===== src/rtl/param_fifo.sv =====
// Parameterised synchronous FIFO with registered read port, registered occupancy flags
// and one-cycle overflow/underflow pulses.
module param_fifo #(
  parameter int unsigned DATA_WIDTH = 8,
  parameter int unsigned DEPTH      = 16,
  parameter int unsigned AF_LEVEL   = DEPTH - 2,
  parameter int unsigned AE_LEVEL   = 2
) (
  input  logic                  clk,
  input  logic                  rst,
  input  logic                  flush,
  input  logic                  wr_en,
  input  logic [DATA_WIDTH-1:0] wr_data,
  input  logic                  rd_en,
  output logic [DATA_WIDTH-1:0] rd_data,
  output logic                  rd_valid,
  output logic                  full,
  output logic                  empty,
  output logic                  almost_full,
  output logic                  almost_empty,
  output logic [$clog2(DEPTH):0] count,
  output logic                  overflow,
  output logic                  underflow
);

  localparam int unsigned AW = $clog2(DEPTH);
  localparam logic [AW:0]   DepthCnt = (AW+1)'(DEPTH);
  localparam logic [AW:0]   AfLvl    = (AW+1)'(AF_LEVEL);
  localparam logic [AW:0]   AeLvl    = (AW+1)'(AE_LEVEL);
  localparam logic [AW:0]   CntOne   = (AW+1)'(1);
  localparam logic [AW-1:0] PtrOne   = AW'(1);

  logic [DATA_WIDTH-1:0] mem [DEPTH];

  logic [AW-1:0]         wr_ptr_q, wr_ptr_d;
  logic [AW-1:0]         rd_ptr_q, rd_ptr_d;
  logic [AW:0]           count_q, count_d;
  logic [DATA_WIDTH-1:0] rd_data_q;
  logic                  rd_valid_q;
  logic                  full_q, full_d;
  logic                  empty_q, empty_d;
  logic                  af_q, af_d;
  logic                  ae_q, ae_d;
  logic                  ovf_q, ovf_d;
  logic                  udf_q, udf_d;
  logic                  wr_acc, rd_acc;

  // Acceptance is decided from the registered flags, so a full FIFO never writes through
  // a simultaneous read and an empty FIFO never reads through a simultaneous write.
  always_comb begin
    wr_acc   = 1'b0;
    rd_acc   = 1'b0;
    ovf_d    = 1'b0;
    udf_d    = 1'b0;
    wr_ptr_d = wr_ptr_q;
    rd_ptr_d = rd_ptr_q;
    count_d  = count_q;
    if (flush) begin
      wr_ptr_d = '0;
      rd_ptr_d = '0;
      count_d  = '0;
    end else begin
      wr_acc = wr_en & ~full_q;
      rd_acc = rd_en & ~empty_q;
      ovf_d  = wr_en & full_q;
      udf_d  = rd_en & empty_q;
      if (wr_acc) wr_ptr_d = wr_ptr_q + PtrOne;
      if (rd_acc) rd_ptr_d = rd_ptr_q + PtrOne;
      unique case ({wr_acc, rd_acc})
        2'b10:   count_d = count_q + CntOne;
        2'b01:   count_d = count_q - CntOne;
        default: count_d = count_q;
      endcase
    end
    full_d  = (count_d == DepthCnt);
    empty_d = (count_d == '0);
    af_d    = (count_d >= AfLvl);
    ae_d    = (count_d <= AeLvl);
  end

  always_ff @(posedge clk) begin
    if (rst) begin
      wr_ptr_q   <= '0;
      rd_ptr_q   <= '0;
      count_q    <= '0;
      rd_data_q  <= '0;
      rd_valid_q <= 1'b0;
      full_q     <= 1'b0;
      empty_q    <= 1'b1;
      af_q       <= 1'b0;
      ae_q       <= 1'b1;
      ovf_q      <= 1'b0;
      udf_q      <= 1'b0;
    end else begin
      wr_ptr_q   <= wr_ptr_d;
      rd_ptr_q   <= rd_ptr_d;
      count_q    <= count_d;
      rd_valid_q <= rd_acc;
      full_q     <= full_d;
      empty_q    <= empty_d;
      af_q       <= af_d;
      ae_q       <= ae_d;
      ovf_q      <= ovf_d;
      udf_q      <= udf_d;
      if (rd_acc) rd_data_q <= mem[rd_ptr_q];
    end
  end

  // Storage is never cleared; the pointers alone decide which entries are readable.
  always_ff @(posedge clk) begin
    if (wr_acc && !rst) mem[wr_ptr_q] <= wr_data;
  end

  assign rd_data      = rd_data_q;
  assign rd_valid     = rd_valid_q;
  assign full         = full_q;
  assign empty        = empty_q;
  assign almost_full  = af_q;
  assign almost_empty = ae_q;
  assign count        = count_q;
  assign overflow     = ovf_q;
  assign underflow    = udf_q;

endmodule

===== config.mk =====
export PLATFORM = sky130hd
export DESIGN_NAME = param_fifo
export DESIGN_NICKNAME = d
export VERILOG_FILES = /design/src/rtl/param_fifo.sv
export SDC_FILE = /design/constraint.sdc
export NUM_CORES = 1
export LEC_CHECK = 0
export ABC_CLOCK_PERIOD_IN_PS = 8500
export CAP_MARGIN = 20
export CORE_MARGIN = 2
export CORE_UTILIZATION = 50
export DETAILED_ROUTE_END_ITERATION = 8
export GPL_ROUTABILITY_DRIVEN = 0
export GPL_TIMING_DRIVEN = 0
export PLACE_DENSITY = 0.7
export SYNTH_ARGS = -nofsm -noshare
export SYNTH_HDL_FRONTEND = slang
export SYNTH_SLANG_ARGS = --single-unit

===== constraint.sdc =====
create_clock -name clk -period 8.5 [get_ports clk]
set_clock_uncertainty 0.1 [all_clocks]
set_input_delay 1.7 -clock clk [delete_from_list [all_inputs] [get_ports clk]]
set_output_delay 1.7 -clock clk [all_outputs]
set_load 0.02 [all_outputs]

==> reports/metrics.cfg <==
[synthesis]
netlist_area_um2=6180
ys_seq_elements=156
async_flop_share_pct=0
yosysUniqueCellTypes=41
synth_edf_count=128
post_synth_inst_count=350
synth_warnings=0
yosysTopAreaCell=edfxtp_1
syn_avg_cell_area_um2=17.6
synth_nets=371
synthTopCellsByArea=edfxtp_1 62%, mux4_2 12%, dfxtp_1 9.1%, nor2_1 1.8%, ha_1 1.6%
synth_top_cell_area_share_pct=62.2
ys_seq_area_share_pct=71.3
synth-main-ff-cell=edfxtp_1

[placement]
dp_hpwl_um=7800
port_buffers=31
pre_cts_ws_ns=3.59
postPlaceCellArea_um2=6700

[sta]
final-setup-viol-count=0
slew_headroom_pct=44.5
setup_slack_ns=3.98
hold_viol=0
rsz0062_at_grt=no
fin_tns_setup_ns=0
clock.fmax_mhz=221
worst_pin_slew_ns=0.830
period_minus_slack_ns=4.52
drv_slew=0
fin_crit_sh_pct=53.2

[setup_path]
worstPathArrival_ns=4.73
critPathRequiredTime_ns=8.71
setup.worst_path.start_class=input port
cp_max_fo=10
end_kind=flip-flop
criticalPathCategory=in2reg

[clock_tree]
cts_tree=done
clk_latency_ns=0.41
cts-hold-fix-buffers=0
clockBufferDepth=2
cts-buffers-inserted=17
cts.htree.levels=4
clockRootBuffer=clkbuf_16
cts.sinks=156
cts_resized=0
path_clk_slew_ns=0.06
cts_setup_buffers=0

[cells_and_area]
diodes=0
syn_to_final_growth_pct=18.2
final_layout_size_suffix_gt1_share_pct=18.9
fin_area_um2=7300
finalNetCount=425
final_cell_mix=128 x edfxtp_1, 32 x mux4_2, 31 x clkdlybuf4s50_1, 30 x nor2_1, 28 x dfxtp_1
layout_commonest_cell=edfxtp_1
final_util_pct=60.8

[routing]
drt_first_iter_violations=316
drt_pass1_iterations=4
vias=3231
wirelength_um=11800
drc=0
postRouteAntennaNets=0
via_per_inst=5.73
wl_per_cell_um=21.0

[hold_path]
hold_path_class=reg2reg

[global_routing]
antenna_found_initial=0
grt_usage_pct=19.1
grt_pass1_vias=3310
grt_pass1_wl_um=18300
overflow=0
grt_max_degree=17

[power_and_ir_drop]
power_density_nw_per_um2=225
power_leakage_nw=2.36
ir_drop_v=0.000152

[floorplanning]
core_area_um2=12000
io_pins=33
dieArea_um2=13300
die-width_um=115
start_util_pct=51.4
num_rows=40
die_h_um=115

[run_status]
status=finished, final reports clean

[flow_run]
drv_cap=0

cell families after synthesis:
logic type	count (synthesis)	share of synthesized area, %
flip-flops	156	71.3
AND/OR/NAND/NOR	77	6.58
AO/OA/AOI/OAI	39	4.90
multiplexers	34	12.0
buffers and inverters	25	1.92
XOR/XNOR	11	1.68
adder cells (fa/ha/maj)	8	1.62
synthesized netlist by cell type, types with 2 or more instances:
cell,count
nand2_1,7
mux2i_1,2
nand2b_1,13
nand4_1,2
buf_2,5
buf_1,4
ha_1,8
dfxtp_1,28
nand3b_1,3
nor2b_1,4
o22ai_1,9
a41o_1,2
a21oi_1,5
edfxtp_1,128
inv_1,4
clkbuf_1,7
xnor2_1,2
and3_1,2
nand3_1,5
nor3b_1,2
a221oi_1,8
nor3_1,4
xor2_1,8
buf_4,3
mux4_2,32
a22o_1,8
o21ai_0,2
nor2_1,30
cell type report:
| class | instances | area, um^2 |
|---|---|---|
| Buffer | 20 | 100 |
| Clock buffer | 18 | 429 |
| Clock inverter | 14 | 169 |
| Fill cell | 874 | 4710 |
| Inverter | 5 | 18.8 |
| Multi-Input combinational cell | 169 | 1650 |
| Sequential cell | 156 | 4400 |
| Tap cell | 147 | 184 |
| Timing Repair Buffer | 35 | 340 |
layer usage:
layer / GRT usage, % / share of wire (%) / vias up
met1: 25.5 / 42 / 1623
met2: 31.6 / 50 / 106
met4: 6.10 / 1.3 / 0
li1: - / - / 1489
met5: 0 / 0 / -
met3: 4.27 / 6.4 / 13
worst paths after layout:
| kind | start | slack (ns) | cells after the start | to |
|---|---|---|---|---|
| setup / recovery | wr_en | 3.98 | 13 | full$_SDFF_PP0_ |
| hold / removal | rd_data[6]$_SDFFE_PP0P_ | 0.39 | 2 | rd_data[6]$_SDFFE_PP0P_ |
| setup reg to reg | full$_SDFF_PP0_ | 5.44 | 12 | full$_SDFF_PP0_ |
| hold reg to reg | rd_data[6]$_SDFFE_PP0P_ | 0.39 | 2 | rd_data[6]$_SDFFE_PP0P_ |
per-stage QoR:
stage          hold slack (ns)  total power, mW  cells
2_1_floorplan            0.428            0.879    350
3_3_place_gp             0.374            0.903    528
3_5_place_dp             0.375            0.905    532
4_1_cts                  0.388             1.66    564
5_1_grt                  0.401             1.68    564
6_report                 0.387             1.65    564
registers in the layout, indices dropped and copies added (netlist names):
register      cells
full              1
almost_empty      1
rd_data           8
mem             128
rd_valid          1
almost_full       1
overflow          1
underflow         1
rd_ptr_q          4
wr_ptr_q          4
count             5
empty             1
power breakdown:
part | leakage [nW] | internal, mW | switching, mW
Clock | 0.282 | 0.462 | 0.295
Sequential | 1.38 | 0.830 | 0.00279
Combinational | 0.699 | 0.0232 | 0.0319
worst max-delay path: stages:
cell             delay (ns)
clkdlybuf4s50_1        0.46
nor2b_1                0.13
clkbuf_1               0.35
inv_1                  0.13
ha_1                   0.22
buf_4                  0.16
xor2_1                 0.16
ha_1                   0.22
a21oi_1                0.16
mux2i_1                0.23
xor2_1                 0.39
nand2_1                0.17
nor4b_4                0.27
(Power assumes the default switching activity.)
